[src/rtl/seg_scan_driver.sv]
// ---------------------------------------------------------------------------
// seg_scan_driver
//
// Multiplexed 7-segment display driver. A binary value is captured over a
// load/busy handshake, converted to BCD by a sequential double-dabble
// converter (one bit per cycle), and the result is scanned onto a
// common-digit display of DIGITS positions, MSD first, each digit held for
// DWELL cycles. Values that do not fit in DIGITS decimal digits raise ovf
// and every digit shows a dash.
//
// Optional feature (macro SEG_LZB_EN):
//   defined   - leading-zero blanking; the LSD is never blanked and
//               blanking is suppressed while ovf=1.
//   undefined - every digit is shown, leading zeros render as "0".
//
// Parameters:
//   WIDTH  - bit width of the binary input value (2..20)
//   DIGITS - number of display digits (1..8)
//   DWELL  - clock cycles each digit is driven before advancing (>=1)
//
// Ports:
//   clk_16k - system clock, all logic on its rising edge
//   rst     - synchronous active-high reset
//   value   - unsigned binary value to display
//   load    - capture request, honoured only while busy=0
//   busy    - conversion in progress
//   ovf     - last converted value >= 10^DIGITS
//   OL      - segment pattern {a,b,c,d,e,f,g}, OL[6]=a, active-high
//   DIG     - one-hot digit strobe, DIG[DIGITS-1] is the MSD
// ---------------------------------------------------------------------------
module seg_scan_driver #(
  parameter int WIDTH  = 14,
  parameter int DIGITS = 4,
  parameter int DWELL  = 4
) (
  input  logic              clk_16k,
  input  logic              rst,
  input  logic [WIDTH-1:0]  value,
  input  logic              load,
  output logic              busy,
  output logic              ovf,
  output logic [6:0]        OL,
  output logic [DIGITS-1:0] DIG
);

  // Number of decimal digits needed for the largest WIDTH-bit value.
  function automatic int dec_digits(input int w);
    int v;
    int n;
    v = (1 << w) - 1;
    n = 0;
    while (v > 0) begin
      v = v / 10;
      n++;
    end
    return n;
  endfunction

  // Scratch register holds every WIDTH-bit value plus one spare digit, and
  // is never narrower than the display so the low DIGITS nibbles exist.
  localparam int BCD_N = (dec_digits(WIDTH) + 1 > DIGITS) ? dec_digits(WIDTH) + 1 : DIGITS;
  localparam int BCD_W = 4 * BCD_N;
  localparam int CW    = (WIDTH > 1) ? $clog2(WIDTH) : 1;
  localparam int PW    = (DIGITS > 1) ? $clog2(DIGITS) : 1;
  localparam int DW    = (DWELL > 1) ? $clog2(DWELL) : 1;

  localparam logic [CW-1:0]     CNT_LAST   = CW'(WIDTH - 1);
  localparam logic [PW-1:0]     PTR_MSD    = PW'(DIGITS - 1);
  localparam logic [DW-1:0]     DWELL_LAST = DW'(DWELL - 1);
  localparam logic [DIGITS-1:0] DIG_ONE    = DIGITS'(1);

  // One double-dabble step: correct every nibble >= 5, then shift in a bit.
  function automatic logic [BCD_W-1:0] dabble(input logic [BCD_W-1:0] b,
                                              input logic            in_bit);
    logic [BCD_W-1:0] t;
    t = b;
    for (int i = 0; i < BCD_N; i++) begin
      if (t[4*i +: 4] >= 4'd5) t[4*i +: 4] = t[4*i +: 4] + 4'd3;
    end
    return {t[BCD_W-2:0], in_bit};
  endfunction

  function automatic logic [6:0] seg7(input logic [3:0] n);
    logic [6:0] s;
    case (n)
      4'd0:    s = 7'b1111110;
      4'd1:    s = 7'b0110000;
      4'd2:    s = 7'b1101101;
      4'd3:    s = 7'b1111001;
      4'd4:    s = 7'b0110011;
      4'd5:    s = 7'b1011011;
      4'd6:    s = 7'b1011111;
      4'd7:    s = 7'b1110000;
      4'd8:    s = 7'b1111111;
      4'd9:    s = 7'b1111011;
      default: s = 7'b0000000;
    endcase
    return s;
  endfunction

  typedef enum logic {IDLE, SHIFT} state_t;

  state_t                state;
  state_t                state_nx;
  logic                  start;
  logic                  done;
  logic [CW-1:0]         cnt;
  logic [WIDTH-1:0]      bin_sh;
  logic [BCD_W-1:0]      bcd_sh;
  logic [BCD_W-1:0]      bcd_nx;
  logic                  ovf_nx;
  logic [4*DIGITS-1:0]   disp;
  logic [PW-1:0]         ptr;
  logic [DW-1:0]         dwell;
  logic [DIGITS-1:0]     blank;
  logic [3:0]            cur_nib;
  logic [6:0]            ol_nx;

  // ---- converter control ----
  always_ff @(posedge clk_16k) begin
    if (rst) state <= IDLE;
    else     state <= state_nx;
  end

  always_comb begin
    state_nx = state;
    start    = 1'b0;
    done     = 1'b0;
    case (state)
      IDLE: begin
        if (load) begin
          start    = 1'b1;
          state_nx = SHIFT;
        end
      end
      SHIFT: begin
        if (cnt == '0) begin
          done     = 1'b1;
          state_nx = IDLE;
        end
      end
      default: state_nx = IDLE;
    endcase
  end

  // busy is exactly the SHIFT state, so a load on the completion edge is
  // still seen with busy=1 and dropped.
  assign busy = (state == SHIFT);

  always_ff @(posedge clk_16k) begin
    if (rst)                         cnt <= '0;
    else if (start)                  cnt <= CNT_LAST;
    else if (state == SHIFT)         cnt <= cnt - 1'b1;
  end

  // ---- converter datapath ----
  assign bcd_nx = dabble(bcd_sh, bin_sh[WIDTH-1]);

  always_ff @(posedge clk_16k) begin
    if (start) begin
      bin_sh <= value;
      bcd_sh <= '0;
    end else if (state == SHIFT) begin
      bin_sh <= bin_sh << 1;
      bcd_sh <= bcd_nx;
    end
  end

  // Any non-zero nibble beyond the displayed ones means the value overflows.
  always_comb begin
    ovf_nx = 1'b0;
    for (int i = DIGITS; i < BCD_N; i++) begin
      if (bcd_nx[4*i +: 4] != 4'd0) ovf_nx = 1'b1;
    end
  end

  // ---- displayed register: updated only at conversion completion ----
  always_ff @(posedge clk_16k) begin
    if (rst) begin
      disp <= '0;
      ovf  <= 1'b0;
    end else if (done) begin
      disp <= bcd_nx[4*DIGITS-1:0];
      ovf  <= ovf_nx;
    end
  end

  // ---- leading-zero blanking mask ----
  always_comb begin
    blank = '0;
`ifdef SEG_LZB_EN
    begin : lzb
      logic zero_run;
      zero_run = 1'b1;
      for (int i = DIGITS - 1; i >= 1; i--) begin
        zero_run = zero_run & (disp[4*i +: 4] == 4'd0);
        blank[i] = zero_run;
      end
    end
`endif
  end

  // ---- segment selection for the digit under the pointer ----
  always_comb begin
    cur_nib = disp[4*ptr +: 4];
    ol_nx   = seg7(cur_nib);
    if (ovf)             ol_nx = 7'b0000001;
    else if (blank[ptr]) ol_nx = 7'b0000000;
  end

  // ---- scanner: OL and DIG registered together ----
  always_ff @(posedge clk_16k) begin
    if (rst) begin
      ptr   <= PTR_MSD;
      dwell <= '0;
      DIG   <= '0;
      OL    <= '0;
    end else begin
      DIG <= DIG_ONE << ptr;
      OL  <= ol_nx;
      if (dwell == DWELL_LAST) begin
        dwell <= '0;
        ptr   <= (ptr == '0) ? PTR_MSD : ptr - 1'b1;
      end else begin
        dwell <= dwell + 1'b1;
      end
    end
  end

endmodule
[config.mk]
export PLATFORM = sky130hd
export DESIGN_NAME = seg_scan_driver
export DESIGN_NICKNAME = d
export VERILOG_FILES = /design/src/rtl/seg_scan_driver.sv
export SDC_FILE = /design/constraint.sdc
export NUM_CORES = 1
export LEC_CHECK = 0
export CORE_MARGIN = 2
export CORE_UTILIZATION = 50
export DETAILED_ROUTE_END_ITERATION = 10
export PLACE_DENSITY_LB_ADDON = 0.25
export SYNTH_ARGS = -nofsm -noshare
export SYNTH_HDL_FRONTEND = slang
export SYNTH_SLANG_ARGS = --single-unit
[constraint.sdc]
create_clock -name clk_16k -period 5.2 [get_ports clk_16k]
set_clock_uncertainty 0.2 [all_clocks]
set_input_delay 1.56 -clock clk_16k [delete_from_list [all_inputs] [get_ports clk_16k]]
set_output_delay 1.56 -clock clk_16k [all_outputs]
set_load 0.01 [all_outputs]
# --- Yosys cells after proc, flatten, opt, wreduce, memory -nomap -nowiden ---
# Memories as Yosys holds them, arrays and structs flattened.
# Index checks and enable logic that the tools add are counted.
word_totals:
  reg_bits: 75
  latchBits: 0
  mem_bits_rw: 0
  rom_bits: 112
  inputBits: 17
  out_inout_bits: 13
  elab_cells: 64
  n_memories: 1
memory_table:
  columns: ["memory", "words", "width", "rd", "rd_clocked_by_memory_dff", "write_ports", "line_no", "text"]
  rows:
  - ["(no name shown)", 16, 7, 1, 0, 0, "85", "case (n)"]
classes:
  n_addsub: 9
  multipliers: 0
  n_div: 0
  magnitude_cmp: 7
  n_eq_ne: 1
  shifts: 2
  mux: 23
  bitwise_logic: 1
  n_reduce_logical: 8
ops:
  columns: ["cell", "count"]
  rows:
  - ["$mux W14", 2]
  - ["$mux W4", 7]
  - ["$ge A4 B3 Y1 const B", 6]
  - ["$add A4 B2 Y4 const B", 5]
  - ["$shiftx A16 B5 Y4", 1]
  - ["$mux W1", 10]
  - ["$reduce_bool A4 Y1", 2]
  - ["$logic_not A4 Y1", 1]
  - ["$reduce_or A2 Y1", 2]
  - ["$shl A1 B2 Y4 const A", 1]
  - ["$sub A4 B1 Y4 const B", 1]
  - ["$add A3 B2 Y3 const B", 1]
  - ["$lt A2 B3 Y1 const B", 1]
  - ["$mux W3", 1]
  - ["$reduce_or A3 Y1", 1]
  - ["$add A2 B1 Y2 const B", 1]
  - ["$bmux W1 S2", 1]
  - ["$eq A2 B2 Y1 const B", 1]
  - ["$logic_not A2 Y1", 1]
  - ["$mux W2", 1]
  - ["$pmux W1 S2", 1]
  - ["$reduce_bool A2 Y1", 1]
  - ["$sub A2 B1 Y2 const B", 1]
  - ["$not A1 Y1", 1]

# --- Longest topological paths before layout ---
# Gate-level depths: netlist of the first run.
depth:
  ltp_word: 5
  ltp_mapped: 8
  depth_no_buf: 7

# --- Worst setup path before layout of the first run ---
# OpenSTA, ideal clock, no wires.
synth_timing:
  path_kind: "in2reg"
  startpoint: "input load"
  endpoint: "register bin_sh[10] (data pin)"
  setup_ns: 0.260
  t_arrival_ns: 2.720
  required_ns: 4.740
  setup_slack_ns: 2.020
  cell_stages: 5
  n_path_buf: 3
  path_cell_list: "clkbuf_1 > nor2b_1 > clkbuf_1 > buf_2 > mux2_2"
synth_between:
  elab_chain_cells: 3
synth_rtl:
  columns: ["item", "line_no", "text"]
  rows:
  - ["start: declaration", "39", "input logic load,"]
  - ["$mux W1", "131", "if (load) begin"]
  - ["$mux W1", "129", "case (state)"]
  - ["$mux W14", "160", "if (start) begin"]
  - ["end signal: assignment", "161", "bin_sh <= value;"]
  - ["end signal: assignment", "164", "bin_sh <= bin_sh << 1;"]
  - ["end: declaration", "108", "logic [WIDTH-1:0] bin_sh;"]
# No other way between the ends.
# A chain may end at the register's enable or synchronous reset.

# --- Final worst setup path of the first run ---
layout_timing:
  startpoint: "input load"
  endpoint: "register bin_sh[8] (data pin)"
# Same word-level chain as after synthesis.

==> results of run 1 <==
[cells in the mapped netlist, types with 4 or more instances]
cell type | instances | share of area [%]
dfxtp_1 | 61 | 35
nand2_1 | 53 | 5.7
a21oi_1 | 29 | 4.1
ha_1 | 22 | 7.9
inv_1 | 19 | 2.0
nor2_1 | 18 | 1.9
o21ai_0 | 16 | 2.3
edfxtp_1 | 14 | 12
mux2_2 | 14 | 4.5
clkbuf_1 | 13 | 1.4
nand2b_1 | 13 | 2.3
a211oi_1 | 11 | 2.4
nor3_1 | 11 | 1.6
nor3b_1 | 11 | 2.4
o22ai_1 | 11 | 2.0
xnor2_1 | 8 | 2.0
o31ai_1 | 7 | 1.5
mux2i_1 | 6 | 1.7
buf_2 | 4 | 0.57
mux4_2 | 4 | 2.6
[power groups by stage]
stage | registers [mW] | logic [mW] | clock network (mW)
finish | 0.663 | 0.170 | 0.446
floorplan | 0.674 | 0.113 | 0
global route | 0.668 | 0.190 | 0.482
CTS | 0.663 | 0.171 | 0.457
global placement | 0.675 | 0.166 | 0
detailed placement | 0.676 | 0.170 | 0
[cell families after synthesis]
| logic type | count (synthesis) |
|---|---|
| simple gates | 115 |
| mux | 24 |
| compound gates | 80 |
| buf+inv | 40 |
| fa+ha+maj | 22 |
| xor+xnor | 9 |
| flops | 75 |
[metrics by stage]
stage                     area (µm²)  hold slack (ns)  cells  setup WS, ns
after global placement          3865           0.2169    475         1.706
after floorplan                 3501           0.2043    365         2.020
after CTS                       4065           0.2463    491         2.041
after global routing            4065           0.2630    491         1.962
final                           4065           0.2465    491         2.049
after detailed placement        3865           0.2327    475         1.663
[flip-flops by register name, summed over array words and instances, names as in the netlist]
name and flops:
cnt 4, dwell 2, DIG 4, bcd_sh 24, disp 16, busy 1, bin_sh 14, OL 7
ovf 1, ptr 2
[routing by layer]
layer  up-vias  GRT usage, %
met5         -             0
met4         0         9.930
met3        15         3.299
met2        42         29.82
met1      1194         22.50
li1       1322             -
[worst max-delay path, cell delays in order]
cell             delay [ns]
clkdlybuf4s50_1        0.46
buf_4                  0.29
nor2b_1                0.18
buf_4                  0.22
mux2_2                 0.35
[final cells by class]
cell class	count	area share, %
clock inverters	6	1.262
multi-input cells	250	41.92
flip-flops and latches	75	40.38
well taps	96	2.955
clock buffers	10	3.663
repair buffers	33	7.879
inverters	21	1.939
[worst max-delay path by stage]
stage / start / end / cells after the start
detailed placement: load / bin_sh[8] / 5
floorplan: load / bin_sh[10] / 5
CTS: load / bin_sh[8] / 5
global route: load / bin_sh[1] / 5
finish: load / bin_sh[8] / 5
global placement: load / bin_sh[10] / 5
==> impl_results.md, run 1 <==
* IO buf count at 29
* Status: finished clean
* Synth Cell Area at 3501 µm²
* Clock root buffer: clkbuf_8
* Met3 WL at 221 µm
* Clock share of power at 34.9%
* Antenna violations before repair at 0
* Wire length per cell at 13.04 µm
* Die W at 87.68 µm
* Yosys warns at 0
* TNS Setup at 0 ns
* RSZ-0062 raised after global routing: no
* Leakage power at 1.509 nW
* GRT Total Usage at 18.12%
* Residual DRC at 0
* Clk slew on worst S/H paths at 0.09 ns
* Worst Setup End Kind: flip-flop
* Clk sink count at 75
* # fillers at 583
* Synth Area in Adders at 7.863%
* CTS tree: built
* Final wirelength at 6402 µm
* Ys flop type: dfxtp_1
* Flop pwr share at 51.8%
* Maximum clock path buffer count at 2
* Post-CTS sizing at 0
* Slew at the pin with the worst max-slew slack at 1.116 ns
* Pin count of the biggest net entering global routing at 33
* Slew Limit Fails at 0
* Core Footprint at 6794 µm²
* Syn avg cell area at 9.591 µm²
* Vias per inst at 5.240
* Vias in the first global route at 2496
* H-tree Lvls at 3
* Drt initial violations at 149
* Max FO, Critical Path at 28
* Max_cap viols at 0
* Worst R2R Path Depth at 5
* Fin crit period at 3.151 ns
* Die area at 7687 µm²
* Worst reg2reg path startpoint: busy
* Post-synth EDFFs at 14
* Net Switching at 344.3 µW
* Post-Synth Simple-Gate Area at 16.08%
* N_diodes at 0
* Rows at 30
* Cell count after synthesis at 365
* M1 wire length at 2952 µm
* Post-layout util at 59.83%
* Combinational share of power at 13.3%
* Design Power at 1.278 mW
* Dpl hpwl at 4378 µm
* #FFs+latches synth at 75
* Sequential share of the synthesized area at 46.89%
* Max frequency at 317.4 MHz
* GP Congestion at 0.7996
* Unique masters post-synth at 36
* ANT nets after route at 0
* Vias at 2573
* Layout cell share with drive strength beyond 1 at 10.89%
* Initial core utilization at 51.53%
* Switching part of the total at 26.93%
* CP required at 5.11 ns
* Fin nets at 429
* Setup bufs post-CTS at 0
* Slew margin rel. at 25.26%
* IO Count at 30
* Xor and xnor fraction of the mapped netlist area at 2.252%
* Post-CTS Hold Fix Bufs at 0
* Crit path DAT at 3.06 ns
* Grt total ovfl at 0
* Hold Path Origin: dwell[0]
* Post-Syn Nets at 404
* Synth Area in Compound Gates at 13.69%
* Hold path endpoint: dwell[0]
* Largest family of logic cells by synthesized area: simple AND/OR/NAND/NOR gates
* Number of detailed-route iterations in the first pass at 4
* CP Launch Type: input port
* Layout area overhead at 16.12%
* Met2 wire len at 3041 µm
* Total CTS buffers at 9
* Top sig layer: met4
* Final hold violations at 0
* Power Density at 314.5 nW/µm²
* Footprint of the multi-input gates at 1704 µm²
* Hold Path Class: flip-flop to flip-flop
* Mux contribution to synthesized area at 8.792%
* Worst skew pair latency at 0.35 ns
* Most common cell after layout, fill and taps aside: dfxtp_1
* Final setup viols at 0
* Die span in y at 87.68 µm
* Asr flop ratio synth at 0%
* Commonest non-fill, non-tap cells in the layout: dfxtp_1, nand2_1, a21oi_1, clkdlybuf4s50_1, ha_1
* Hold Crit Depth at 1
* VDD IR max at 0.0001859 V
* R2R Path End: disp[13]
* Register Area at 1642 µm²
* Pint at 934.0 µW
* Critical path type: input port to flip-flop
* First-pass GRT wire length at 10930 µm
* Period utilization at 60.59%
* Reg2Reg Setup Slack at 2.48 ns
Power figures use the tool's default switching activity.
==> inputs of run 2 (changes only) <==
- clock period: 5.2 -> 2.56 ns (I/O delays scaled with it)
==> run 2 against run 1 <==
  * Final area up 0.65%
  * Worst setup slack worse by 1.8 ns
  * Core utilization grew 0.39 points
  * Sequential share of layout area shrank 0.26 points
  * Register-to-register slack worse by 2.1 ns
  * Non-clock buffer count is 6 higher
  * Global-route usage up 0.65 points
  * Combinational power up 110%
  * Die area is the same
  * Hold slack worse by 0.015 ns
  * Final cell count is 1.2% higher
==> impl_results.md, run 2 (synthesis results as in run 1) <==
* Status: finished clean
* Post-CTS Hold Fix Bufs at 0
* Hold Path Origin: dwell[0]
* Die W at 87.68 µm
* Fin nets at 435
* Hold Path Class: flip-flop to flip-flop
* Vias in the first global route at 2548
* Period utilization at 90.62%
* Final setup viols at 0
* R2R Path End: OL[3]
* # fillers at 599
* Worst R2R Path Depth at 7
* Slew margin rel. at 76.78%
* CTS tree: built
* Vias at 2638
* IO Count at 30
* CP max stage cell: clkdlybuf4s50_1
* Worst skew pair latency at 0.35 ns
* Max frequency at 431.1 MHz
* GRT Total Usage at 18.77%
* Reg with most FFs: bcd_sh
* Final wirelength at 6588 µm
* Crit path buffers/inverters at 1
* Clk slew on worst S/H paths at 0.08 ns
* GP Congestion at 0.7744
* Critical Path Source: ovf
* Crit path DAT at 1.35 ns
* CP Launch Type: flip-flop
* Wire length per cell at 13.26 µm
* Final hold violations at 0
* Clock root buffer: clkbuf_8
* CP cell instances: clkdlybuf4s50_1
* Max FFs per register at 24
* Hold Slack at 0.2317 ns
* Fin crit period at 2.320 ns
* CP required at 1.59 ns
* N_diodes at 0
* Slew Limit Fails at 0
* Vias per inst at 5.308
* Clk sink count at 75
* ANT nets after route at 0
* Grt total ovfl at 0
* Hold Crit Depth at 1
* Maximum clock path buffer count at 2
* RSZ-0062 raised after global routing: no
* Largest registers: bcd_sh: 24 flops, disp: 16 flops, bin_sh: 14 flops
* Kind of cell adding the most delay to the critical path: buffers and inverters
* Max_cap viols at 0
* Leakage power at 1.519 nW
* Worst reg2reg path startpoint: ptr[0]
* Pin count of the biggest net entering global routing at 32
* CP max stage delay at 0.57 ns
* IO buf count at 29
* Worst Setup End Kind: output pin
* Die area at 7687 µm²
* Power Density at 611.3 nW/µm²
* Max FO, Critical Path at 4
* Die span in y at 87.68 µm
* Total CTS buffers at 9
* Setup bufs post-CTS at 0
* Most common cell after layout, fill and taps aside: dfxtp_1
* VDD IR max at 0.0003195 V
* H-tree Lvls at 3
* Hold path endpoint: dwell[0]
* Initial core utilization at 51.53%
* Drt initial violations at 164
* Layout area overhead at 16.87%
* Post-CTS sizing at 0
* Reg2Reg Setup Slack at 0.43 ns
* PnR worst setup slack at 0.2401 ns
* Number of detailed-route iterations in the first pass at 4
* Core Footprint at 6794 µm²
* Pre-CTS WS at 0.09200 ns
* Antenna violations before repair at 0
* Slew at the pin with the worst max-slew slack at 0.3479 ns
* Critical path type: flip-flop to output pin
* Layout cell share with drive strength beyond 1 at 12.22%
* Residual DRC at 0
* First-pass GRT wire length at 11440 µm
* Dpl hpwl at 4691 µm
* Commonest non-fill, non-tap cells in the layout: dfxtp_1, nand2_1, a21oi_1, clkdlybuf4s50_1, ha_1
* Rows at 30
* TNS Setup at 0 ns
-- run 2: cell types whose count changed in the layout (fill, tap and decap cells not counted), moves of 3 or more --
cell        before  now
buf_4            4    9
inv_6            4    0
clkinv_2         0    3
clkinvlp_4       1    4
-- run 2: stage by stage --
stage	cells	utilization (%)	total power, mW	instance area [µm²]
4_1_cts	497	60.22	2.527	4091
3_5_place_dp	481	57.73	1.740	3923
3_3_place_gp	481	57.73	1.724	3923
6_report	497	60.22	2.501	4091
5_1_grt	497	60.22	2.625	4091
2_1_floorplan	365	-	1.598	3501
-- run 2: final cells by class --
type | count | area, µm² | share of cell area [%]
inverter | 21 | 78.83 | 1.927
sequential | 75 | 1642 | 40.12
multi-input combinational | 250 | 1704 | 41.65
tap | 96 | 120.1 | 2.936
clock inverter | 7 | 45.04 | 1.101
timing repair buffer | 39 | 377.9 | 9.235
clock buffer | 9 | 123.9 | 3.028
-- run 2: per-layer routing --
metal  up-vias  global-route usage [%]  part of all wire, %
met5         -                       0                    0
met4         0                   6.434                 0.85
met3         8                   4.336                  3.4
met2        43                   31.61                   50
met1      1257                   23.74                   45
li1       1330                       -                    -
-- run 2: worst max path at each step --
stage | endpoint | slack (ns) | cells past startpoint
after global placement | bin_sh[13] | 0.11 | 4
after floorplan | bin_sh[10] | 0.17 | 5
after detailed placement | bin_sh[13] | 0.09 | 4
after global routing | ovf | 0.20 | 1
after CTS | busy | 0.22 | 1
final | ovf | 0.24 | 1
-- run 2: power by group --
part	total, mW	internal [mW]	switching (mW)
Sequential	1.35	1.30	0.0486
Clock	0.792	0.345	0.446
Combinational	0.364	0.187	0.177
==> inputs of run 3 (changes only) <==
- MAX_ROUTING_LAYER: not set -> met4
- REMOVE_ABC_BUFFERS: not set -> 1
==> run 3 against run 2 <==
  * Maximum frequency grew 0.73%
  * Die area is the same
  * Final area is 0.76% higher
  * First-iteration DRC count fell by 55%
  * Final cell count up 0.20%
  * Critical path type unchanged
  * Critical endpoint is now busy
==> impl_results.md, run 3 (synthesis results as in run 1) <==
* H-tree Lvls at 3
* Pin count of the biggest net entering global routing at 32
* CP cell instances: clkdlybuf4s50_1
* Final setup viols at 0
* Final hold violations at 0
* Clock root buffer: clkbuf_8
* Setup bufs post-CTS at 0
* Clk sink count at 75
* Kind of cell adding the most delay to the critical path: buffers and inverters
* Fin nets at 436
* Fin crit period at 2.303 ns
* Crit path buffers/inverters at 1
* Design Power at 2.591 mW
* Rows at 30
* Die span in y at 87.68 µm
* Max frequency at 434.2 MHz
* First-pass GRT wire length at 10990 µm
* Slew Limit Fails at 0
* Post-CTS Hold Fix Bufs at 0
* Post-layout util at 60.68%
* Max_cap viols at 0
* Drt initial violations at 73
* Register Area at 1642 µm²
* Total CTS buffers at 9
* Largest registers: bcd_sh: 24 flops, disp: 16 flops, bin_sh: 14 flops
* TNS Setup at 0 ns
* RSZ-0062 raised after global routing: no
* IO buf count at 29
* Core Footprint at 6794 µm²
* Period utilization at 89.96%
* Wire length per cell at 12.64 µm
* Status: finished clean
* Die W at 87.68 µm
* Vias in the first global route at 2449
* Initial core utilization at 51.53%
* Final wirelength at 6295 µm
* Reg with most FFs: bcd_sh
* DP Cell Count at 482
* Max FO, Critical Path at 4
* Critical path type: flip-flop to output pin
* CP required at 1.59 ns
* Power Density at 628.6 nW/µm²
* Clk slew on worst S/H paths at 0.07 ns
* CP max stage cell: clkdlybuf4s50_1
* Worst skew pair latency at 0.34 ns
* VDD IR max at 0.0003551 V
* Vias per inst at 5.219
* Max FFs per register at 24
* Slew at the pin with the worst max-slew slack at 0.3370 ns
* Grt total ovfl at 0
* Crit path DAT at 1.34 ns
* Vias at 2599
* Die area at 7687 µm²
* Most common cell after layout, fill and taps aside: dfxtp_1
* Reg2Reg Setup Slack at 0.53 ns
* # fillers at 613
* Slew margin rel. at 77.53%
* Dpl hpwl at 4472 µm
* N_diodes at 0
* IO Count at 30
* Post-Layout Cell Count at 498
* Hold Path Class: flip-flop to flip-flop
* CTS tree: built
* Layout area overhead at 17.76%
* Commonest non-fill, non-tap cells in the layout: dfxtp_1, nand2_1, a21oi_1, clkdlybuf4s50_1, ha_1
* GP Congestion at 0.7650
* CP max stage delay at 0.59 ns
* GRT Total Usage at 18.84%
* CP Launch Type: flip-flop
* Number of detailed-route iterations in the first pass at 4
* Antenna violations before repair at 0
* Footprint of the multi-input gates at 1704 µm²
* Leakage power at 1.551 nW
* Residual DRC at 0
* Layout cell share with drive strength beyond 1 at 12.19%
* ANT nets after route at 0
* Maximum clock path buffer count at 2
* Worst Setup End Kind: output pin
* Post-CTS sizing at 0
==> run 3: cell types whose count changed in the layout (fill, tap and decap cells not counted), sizes merged <==
cell,before,now
inv,21,22
clkinvlp,4,0
bufinv,0,1
clkbuf,9,11
buf,10,11
==> run 3: stage by stage <==
step / area [µm²] / hold slack [ns] / setup WS [ns]
after floorplan: 3425 / 0.2003 / -0.06739
after global placement: 3930 / 0.2127 / 0.1621
after detailed placement: 3930 / 0.2287 / 0.1443
after CTS: 4123 / 0.2398 / 0.2263
after global routing: 4123 / 0.2745 / 0.1987
final: 4123 / 0.2386 / 0.2570
==> run 3: routing by layer <==
layer / vias to the layer above / part of all wire, % / track usage, %
met3: 7 / 3.7 / 4.524
li1: 1334 / - / -
met5: - / 0 / -
met4: 0 / 1.4 / 7.692
met1: 1216 / 49 / 24.14
met2: 42 / 46 / 28.65
==> run 3: worst reg2reg max path: stages (launching register included) <==
cell	delay, ns
dfxtp_1	0.44
mux4_2	0.63
inv_1	0.14
ha_1	0.25
nand2_1	0.06
o21ai_0	0.07
nand2b_1	0.07
a21oi_1	0.06
==> run 3: final timing paths <==
kind         cells after the start  endpoint      from
min                              1  dwell[0]  dwell[0]
max reg2reg                      7     OL[3]    ptr[0]
max                              1      busy      busy
min reg2reg                      1  dwell[0]  dwell[0]
==> run 3: area by class of cell <==
type                       count  area share (%)
clock inverter                 5           1.244
multi-input combinational    250           41.34
inverter                      21           1.912
timing repair buffer          40           9.348
tap                           96           2.914
clock buffer                  11           3.429
sequential                    75           39.82
==> run 3: power by group <==
group	switching (mW)	leakage [nW]	internal [mW]
sequential	0.0462	0.639	1.30
combinational	0.174	0.808	0.187
clock	0.414	0.103	0.473
total	0.635	1.55	1.96
